===== src/rtl/uart_wb_bridge.sv =====
`default_nettype none
// ============================================================================
// Module   : uart_wb_bridge
// Brief    : UART byte-stream to Wishbone master command bridge. Decodes
//            'W' A3..A0 D3..D0 and 'R' A3..A0 frames, runs one bus cycle and
//            returns 'K', the four read bytes or 'E' on ack timeout.
// Revision : 1.0 - initial release
// ============================================================================
module uart_wb_bridge #(
  parameter int ACK_TIMEOUT = 255,
  parameter int FRAME_GAP   = 4000
) (
  input  logic        wb_clk_i,
  input  logic        wb_rst_i,
  input  logic        rx_valid,
  input  logic [7:0]  rx_data,
  output logic        tx_valid,
  output logic [7:0]  tx_data,
  input  logic        tx_ready,
  output logic        wbm_cyc_o,
  output logic        wbm_stb_o,
  output logic        wbm_we_o,
  output logic [3:0]  wbm_sel_o,
  output logic [31:0] wbm_adr_o,
  output logic [31:0] wbm_dat_o,
  input  logic        wbm_ack_i,
  input  logic [31:0] wbm_dat_i,
  output logic        busy_o,
  output logic        overrun_o
);

  localparam logic [2:0]  c_ST_IDLE = 3'd0;
  localparam logic [2:0]  c_ST_ADDR = 3'd1;
  localparam logic [2:0]  c_ST_DATA = 3'd2;
  localparam logic [2:0]  c_ST_WB   = 3'd3;
  localparam logic [2:0]  c_ST_RESP = 3'd4;

  localparam logic [7:0]  c_CMD_WR  = 8'h57;
  localparam logic [7:0]  c_CMD_RD  = 8'h52;
  localparam logic [7:0]  c_RSP_OK  = 8'h4B;
  localparam logic [7:0]  c_RSP_ERR = 8'h45;

  localparam logic [19:0] c_GAP_LIMIT = 20'(FRAME_GAP);
  localparam logic [15:0] c_ACK_LAST  = 16'(ACK_TIMEOUT - 1);

  logic [2:0]  r_state;
  logic [2:0]  w_next;
  logic        r_we;
  logic [31:0] r_adr;
  logic [31:0] r_dat;
  logic [31:0] r_resp;       // response bytes, current byte in [31:24]
  logic [1:0]  r_byte_cnt;   // frame bytes accepted in ADDR/DATA
  logic [1:0]  r_tx_left;    // response bytes remaining after the current one
  logic [19:0] r_gap;
  logic [15:0] r_ack_tmr;
  logic        r_overrun;

  logic w_in_frame;
  logic w_gap_hit;
  logic w_is_cmd;
  logic w_restart;
  logic w_frame_byte;
  logic w_ack_hit;
  logic w_to_hit;
  logic w_tx_fire;

  assign w_in_frame   = (r_state == c_ST_ADDR) || (r_state == c_ST_DATA);
  assign w_gap_hit    = w_in_frame && (r_gap == c_GAP_LIMIT);
  assign w_is_cmd     = rx_valid && ((rx_data == c_CMD_WR) || (rx_data == c_CMD_RD));
  // A command byte landing on the gap-expiry cycle starts a fresh frame
  assign w_restart    = w_is_cmd && ((r_state == c_ST_IDLE) || w_gap_hit);
  assign w_frame_byte = rx_valid && w_in_frame && !w_gap_hit;
  // Ack on the final timeout edge still wins over the timeout
  assign w_ack_hit    = (r_state == c_ST_WB) && wbm_ack_i;
  assign w_to_hit     = (r_state == c_ST_WB) && !wbm_ack_i && (r_ack_tmr == c_ACK_LAST);
  assign w_tx_fire    = (r_state == c_ST_RESP) && tx_ready;

  // State register
  always_ff @(posedge wb_clk_i) begin
    if (wb_rst_i) begin
      r_state <= c_ST_IDLE;
    end else begin
      r_state <= w_next;
    end
  end

  // Next-state decode
  always_comb begin
    w_next = r_state;
    case (r_state)
      c_ST_IDLE: begin
        if (w_restart) w_next = c_ST_ADDR;
      end
      c_ST_ADDR: begin
        if (w_gap_hit) begin
          w_next = w_restart ? c_ST_ADDR : c_ST_IDLE;
        end else if (w_frame_byte && (r_byte_cnt == 2'd3)) begin
          w_next = r_we ? c_ST_DATA : c_ST_WB;
        end
      end
      c_ST_DATA: begin
        if (w_gap_hit) begin
          w_next = w_restart ? c_ST_ADDR : c_ST_IDLE;
        end else if (w_frame_byte && (r_byte_cnt == 2'd3)) begin
          w_next = c_ST_WB;
        end
      end
      c_ST_WB: begin
        if (w_ack_hit || w_to_hit) w_next = c_ST_RESP;
      end
      c_ST_RESP: begin
        if (w_tx_fire && (r_tx_left == 2'd0)) w_next = c_ST_IDLE;
      end
      default: w_next = c_ST_IDLE;
    endcase
  end

  // Bus and transmitter handshake outputs decoded from the current state
  always_comb begin
    wbm_cyc_o = 1'b0;
    wbm_stb_o = 1'b0;
    wbm_we_o  = 1'b0;
    wbm_sel_o = 4'h0;
    tx_valid  = 1'b0;
    tx_data   = 8'h00;
    busy_o    = (r_state != c_ST_IDLE);
    case (r_state)
      c_ST_WB: begin
        wbm_cyc_o = 1'b1;
        wbm_stb_o = 1'b1;
        wbm_we_o  = r_we;
        wbm_sel_o = 4'hF;
      end
      c_ST_RESP: begin
        tx_valid = 1'b1;
        tx_data  = r_resp[31:24];
      end
      default: begin
        wbm_cyc_o = 1'b0;
      end
    endcase
  end

  assign wbm_adr_o = r_adr;
  assign wbm_dat_o = r_dat;
  assign overrun_o = r_overrun;

  // Frame assembly, timers, response capture and overrun flag
  always_ff @(posedge wb_clk_i) begin
    if (wb_rst_i) begin
      r_we       <= 1'b0;
      r_adr      <= 32'h0;
      r_dat      <= 32'h0;
      r_resp     <= 32'h0;
      r_byte_cnt <= 2'd0;
      r_tx_left  <= 2'd0;
      r_gap      <= 20'd0;
      r_ack_tmr  <= 16'd0;
      r_overrun  <= 1'b0;
    end else begin
      r_overrun <= rx_valid && ((r_state == c_ST_WB) || (r_state == c_ST_RESP));

      if (w_restart) begin
        r_we       <= (rx_data == c_CMD_WR);
        r_byte_cnt <= 2'd0;
      end else if (w_frame_byte) begin
        r_byte_cnt <= r_byte_cnt + 2'd1;
      end

      if (w_frame_byte && (r_state == c_ST_ADDR)) r_adr <= {r_adr[23:0], rx_data};
      if (w_frame_byte && (r_state == c_ST_DATA)) r_dat <= {r_dat[23:0], rx_data};

      // Idle-cycle counter between frame bytes; restarts on every byte
      r_gap     <= (w_in_frame && !w_gap_hit && !rx_valid) ? r_gap + 20'd1 : 20'd0;
      r_ack_tmr <= ((r_state == c_ST_WB) && !wbm_ack_i) ? r_ack_tmr + 16'd1 : 16'd0;

      if (w_ack_hit) begin
        r_resp    <= r_we ? {c_RSP_OK, 24'h0} : wbm_dat_i;
        r_tx_left <= r_we ? 2'd0 : 2'd3;
      end else if (w_to_hit) begin
        r_resp    <= {c_RSP_ERR, 24'h0};
        r_tx_left <= 2'd0;
      end else if (w_tx_fire) begin
        r_resp    <= {r_resp[23:0], 8'h00};
        r_tx_left <= r_tx_left - 2'd1;
      end
    end
  end

endmodule
`default_nettype wire


===== config.mk =====
export PLATFORM = sky130hd
export DESIGN_NAME = uart_wb_bridge
export DESIGN_NICKNAME = d
export VERILOG_FILES = /design/src/rtl/uart_wb_bridge.sv
export SDC_FILE = /design/constraint.sdc
export NUM_CORES = 1
export LEC_CHECK = 0
export BUFFER_PORTS_ARGS = -buffer_cell sky130_fd_sc_hd__buf_2
export CELL_PAD_IN_SITES_DETAIL_PLACEMENT = 0
export CELL_PAD_IN_SITES_GLOBAL_PLACEMENT = 2
export CORE_UTILIZATION = 32
export DETAILED_ROUTE_END_ITERATION = 10
export HOLD_SLACK_MARGIN = 0.02
export PLACE_DENSITY = 0.84
export SLEW_MARGIN = 0
export SYNTH_ARGS = -nofsm -noshare
export SYNTH_HDL_FRONTEND = slang
export SYNTH_SLANG_ARGS = --single-unit
export TNS_END_PERCENT = 20

===== constraint.sdc =====
create_clock -name wb_clk_i -period 3.3 [get_ports wb_clk_i]
set_clock_uncertainty 0.2 [all_clocks]
set_input_delay 0.33 -clock wb_clk_i [delete_from_list [all_inputs] [get_ports wb_clk_i]]
set_output_delay 0.33 -clock wb_clk_i [all_outputs]
set_load 0.005 [all_outputs]

Word-level counts from Yosys, hierarchy flattened
Index checks and enable logic that the tools add are counted.

Register bits after elaboration: 141. Latch bits: 0. Bits in writable memories: 0. ROM bits: 0. Input port bits: 45. Output and inout bits: 82. Word-level logic and storage cells: 85. Memories kept: 0.

Add/subtract/negate cells: 4. Multipliers: 0. Div/mod/pow operators: 0. Magnitude comparators: 0. Eq/ne operators: 14. Shifts and indexed selects: 0. Mux-type cells: 23. Bitwise operators: 2. Reduce and logical (&&, ||, !) cells: 32.

Operator list (number): $mux 32 (4); $mux 3 (7); $add 20x1->20 const B (1); $eq 20x12->1 const B (1); $add 16x1->16 const B (1); $eq 16x8->1 const B (1); $eq 8x7->1 const B (2); $logic_and 1x1->1 (16); $pmux 3 s5 (1); $mux 2 (4); $mux 8 (1); $eq 3x2->1 const B (2); $ne 3x2->1 const B (2); $reduce_bool 3->1 (2); $reduce_or 2->1 (3); $logic_or 1x1->1 (5); $mux 1 (5); $reduce_and 5->1 (1); $mux 4 (1); $ne 2x1->1 const B (2); $eq 3x1->1 const B (1); $eq 3x3->1 const B (1); $logic_not 1->1 (3); $logic_not 3->1 (1); 6 further kinds (7).

Longest topological paths before layout
Depth in word-level cells: 9. Depth in mapped cells: 10.

Least setup slack after synthesis
Ideal clock, no wire load.

Path kind: reg-to-reg. Start point: register r_ack_tmr[0]. End point: register r_resp[2]. Setup time: 0.128 ns. Arrival time: 1.942 ns. Data required time: 2.972 ns. Setup slack: 1.030 ns. Cell stages (with the launch flop): 10. Period minus slack after synthesis: 2.270 ns. Cells stage by stage: dfxtp_1 inv_1 ha_1 or4b_1 nor4_1 o21ai_1 and2_1 clkbuf_1 a22oi_1 nor2_1.

Word-level cells in the longest chain between the ends: 4.

Ends and longest elaborated chain: start: declaration (line 55) `logic [15:0] r_ack_tmr;`; start signal: assignment (line 175) `r_ack_tmr <= ((r_state == c_ST_WB) && !wbm_ack_i) ? r_ack_tmr + 16'd1 : 16'd0;`; $eq 16x8->1 (*) (line 75) `assign w_to_hit = (r_state == c_ST_WB) && !wbm_ack_i && (r_ack_tmr == c_ACK_LAST);`; $logic_and 1x1->1 (*) (line 75); $mux 32 (line 180) `end else if (w_to_hit) begin`; $mux 32 (line 177) `if (w_ack_hit) begin`; end signal: assignment (line 178) `r_resp <= r_we ? {c_RSP_OK, 24'h0} : wbm_dat_i;`; end signal: assignment (line 181) `r_resp <= {c_RSP_ERR, 24'h0};`; end signal: assignment (line 184) `r_resp <= {r_resp[23:0], 8'h00};`; end: declaration (line 51) `logic [31:0] r_resp;`.

Mark *: on every way between the ends. The rest lies on a longest branch, timed or not. A chain may end at the register's enable or synchronous reset.

Worst setup path after layout
Start point: register r_gap[4]. End point: register r_dat[24] (netlist: wbm_dat_o[24]).

Word-level cells in the longest chain between the ends: 5.

Ends and longest elaborated chain: start: declaration (line 54) `logic [19:0] r_gap;`; start signal: assignment (line 174) `r_gap <= (w_in_frame && !w_gap_hit && !rx_valid) ? r_gap + 20'd1 : 20'd0;`; $eq 20x12->1 (line 68) `assign w_gap_hit = w_in_frame && (r_gap == c_GAP_LIMIT);`; $logic_and 1x1->1 (line 68); $logic_not 1->1 (line 72) `assign w_frame_byte = rx_valid && w_in_frame && !w_gap_hit;`; $logic_and 1x1->1 (line 72); $logic_and 1x1->1 (line 171) `if (w_frame_byte && (r_state == c_ST_DATA)) r_dat <= {r_dat[23:0], rx_data};`; end signal: assignment (line 171); end: declaration (line 50) `logic [31:0] r_dat;`.

No other way between the ends.

==> flow_summary.toml <==
[sta]
min_period_ns = 2.74
setup_tns_ns = 0
finalHoldViolCount = 0
maxSlewViolCount = 0
max_freq_mhz = 365
tightest_slew_ns = 1.09
setup_viol = 0
slew_headroom_pct = 27.0
fin_crit_sh_pct = 83.1
rsz0062_at_grt = "no"

[pwr]
comb_power_share_pct = 7.2
cellPowerDensity_nw_per_um2 = 546
power_leakage_nw = 3.22
seq_power_share_pct = 42.7
clkPwrFrac_pct = 50.2
p_int_mw = 3.20
swShare_pct = 22.0
ir_worst_vdd_mv = 0.387
power_switching_uw = 905

[clock_tree]
numCtsBuffers = 17
cts_sinks = 141
clock-root-buffer = "clkbuf_16"
htreeDepth = 4
clockBufferDepth = 2
cts-resized-gates = 0
cts_setup_buffers = 0
path_clk_slew_ns = 0.06
clk_latency_ns = 0.41
cts_tree = "built"

[yosys]
synth.area.top_cells = "dfxtp_1 49%, nor2_1 7.5%, nand2_1 7.0%, mux2i_1 6.1%, a21oi_1 3.9%"
synth_cells = 670
synth_flop_cell = "dfxtp_1"
synth_cell_types = 44
synth_top_area_share_pct = 48.9
ys_ff_latch = 141
yosysMostFrequentCell = "dfxtp_1"
yosys-top-cells-count = "141 x dfxtp_1, 115 x nor2_1, 107 x nand2_1, 45 x a21oi_1, 35 x mux2i_1"
yosysWarningCount = 0
ys_seq_area_share_pct = 48.9
async_flop_share_pct = 0
syn-cell-area_um2 = 5770
yosysTopAreaCell = "dfxtp_1"
synth.net_count = 721
avgSynthCellArea_um2 = 8.61
synth_edf_count = 0

[cells_and_area]
final_area_um2 = 7520
multiInputGateArea_um2 = 2670
seqCellArea_um2 = 2820
drive_above_1_share_pct = 20.7
fill_cells = 1733
final_cells = 1051
finalNetCount = 864
syn_to_final_growth_pct = 30.3
antennaDiodeCount = 0

[setup_path]
end_kind = "flop"
worst_ep_arrival_time_ns = 2.82
worstSetupPathType = "reg2reg"
start_kind = "flop"
critPathMaxFanout = 21
r2r_cells = 7
cp.required_ns = 3.38

[drt]
route.detailed.drc = 0
vias = 4967
ant_nets = 0
drtIter0Drc = 218
routedWlPerCell_um = 13.6
vias_per_cell = 4.73
wirelength_um = 14200
dr.pass1.iters = 5

[placed_design]
place_area_um2 = 6520
io_buffers = 126
gp_congestion = 0.794
dp.cells = 984
dp_hpwl_um = 9880

[global_route]
grt_usage_pct = 16.1
grt_max_degree = 66
antenna_found_initial = 0
grt_pass1_vias = 4812
grt_overflow_total = 0
grt_first_pass_wirelength_um = 23300

[floorplanning]
core_um2 = 17500
start_util_pct = 33.0
fp.dieH_um = 136
io_pins = 127
dieWidth_um = 136
die_area_um2 = 18600
num_rows = 48

[status]
status = "finished, final reports clean"

[hold_path]
min_path_cells = 4
hold_path_class = "in2reg"

[job]
drv_cap = 0
[layout make-up]
type,count,share of cell area (%)
repair buffers,170,14.1
flip-flops and latches,141,37.5
well taps,225,3.74
clock buffers,23,6.49
inverters,10,0.499
clock inverters,9,2.10
multi-input cells,473,35.5
[worst max-delay path, cell delays in order, from the launching register on]
cell and delay [ns]:
dfxtp_1 0.35, or4b_4 0.56, nor4_4 0.33, nand4_2 0.20, nand4b_2 0.44, buf_12 0.26
mux2i_1 0.21, nor2_1 0.05
[layout by cell type (no fill, tap or decap), drive strengths merged, types with 2 or more instances in the layout]
master and instances:
nor4 3, xor2 20, nand2 107, dfxtp 141
mux2i 35, and2 11, ha 6, or4b 3
xnor2 15, nand4 5, a211oi 23, nor3b 2
a22oi 8, dlygate4sd3 35, clkinvlp 2, bufinv 4
nand3 18, inv 10, and4 3, nor2b 3
buf 135, or3 2, o211ai 2, and3 9
clkbuf 23, a21oi 45, nor2 115, o21ai 22
clkinv 3, or4 2, nor3 3
[state kept, by name (all words and copies together) (netlist names), 2 cells and up]
name and flops:
wbm_adr_o 32, wbm_dat_o 32, r_state 3, r_tx_left 2
r_gap 20, r_ack_tmr 16, r_byte_cnt 2, r_resp 32
[cells by family after synthesis]
group | synth area share [%]
compound gates | 10.8
xor+xnor | 5.31
fa+ha+maj | 1.30
buf+inv | 4.86
flops | 48.9
mux | 6.07
simple gates | 22.8
[power groups by stage]
stage	registers (mW)	logic, mW	clock network (mW)
2_1_floorplan	1.78	0.195	0
3_3_place_gp	1.79	0.260	0
3_5_place_dp	1.79	0.264	0
4_1_cts	1.75	0.297	2.11
5_1_grt	1.76	0.325	2.19
6_report	1.75	0.294	2.06
[path summary, 6_finish.rpt]
check / end / slack [ns] / from
worst max register to register: wbm_dat_o[24]$_SDFFE_PP0P_ / 0.56 / r_gap[4]$_SDFF_PP0_
worst max-delay path: wbm_dat_o[24]$_SDFFE_PP0P_ / 0.56 / r_gap[4]$_SDFF_PP0_
worst min-delay path: r_state[2]$_SDFFE_PP0P_ / 0.06 / tx_ready
worst min register to register: wbm_adr_o[25]$_SDFFE_PP0P_ / 0.25 / wbm_adr_o[25]$_SDFFE_PP0P_
[what timing repair did]
| item | 4_1_cts | 5_1_grt |
|---|---|---|
| setup endpoints to repair | 0 | 0 |
| endpoints found under the hold margin | 43 | 0 |
| hold buffers | 35 | 0 |
[per-layer routing]
| metal | global-route usage (%) | up-vias | share of wire [%] |
|---|---|---|---|
| met5 | 0 | - | 0 |
| met4 | 6.60 | 0 | 1.5 |
| met3 | 5.18 | 16 | 4.8 |
| met2 | 26.1 | 111 | 49 |
| met1 | 19.6 | 2315 | 45 |
| li1 | - | 2525 | - |
[per-stage QoR]
stage	setup slack, ns	total power, mW	hold WS, ns	utilization (%)
6_report	0.559	4.11	0.0605	43.0
5_1_grt	0.370	4.27	0.0662	43.0
4_1_cts	0.561	4.16	0.0407	43.0
3_5_place_dp	0.574	2.05	0.250	37.3
3_3_place_gp	0.664	2.05	0.238	37.3
2_1_floorplan	1.03	1.97	0.230	-
(Power assumes the default switching activity.)
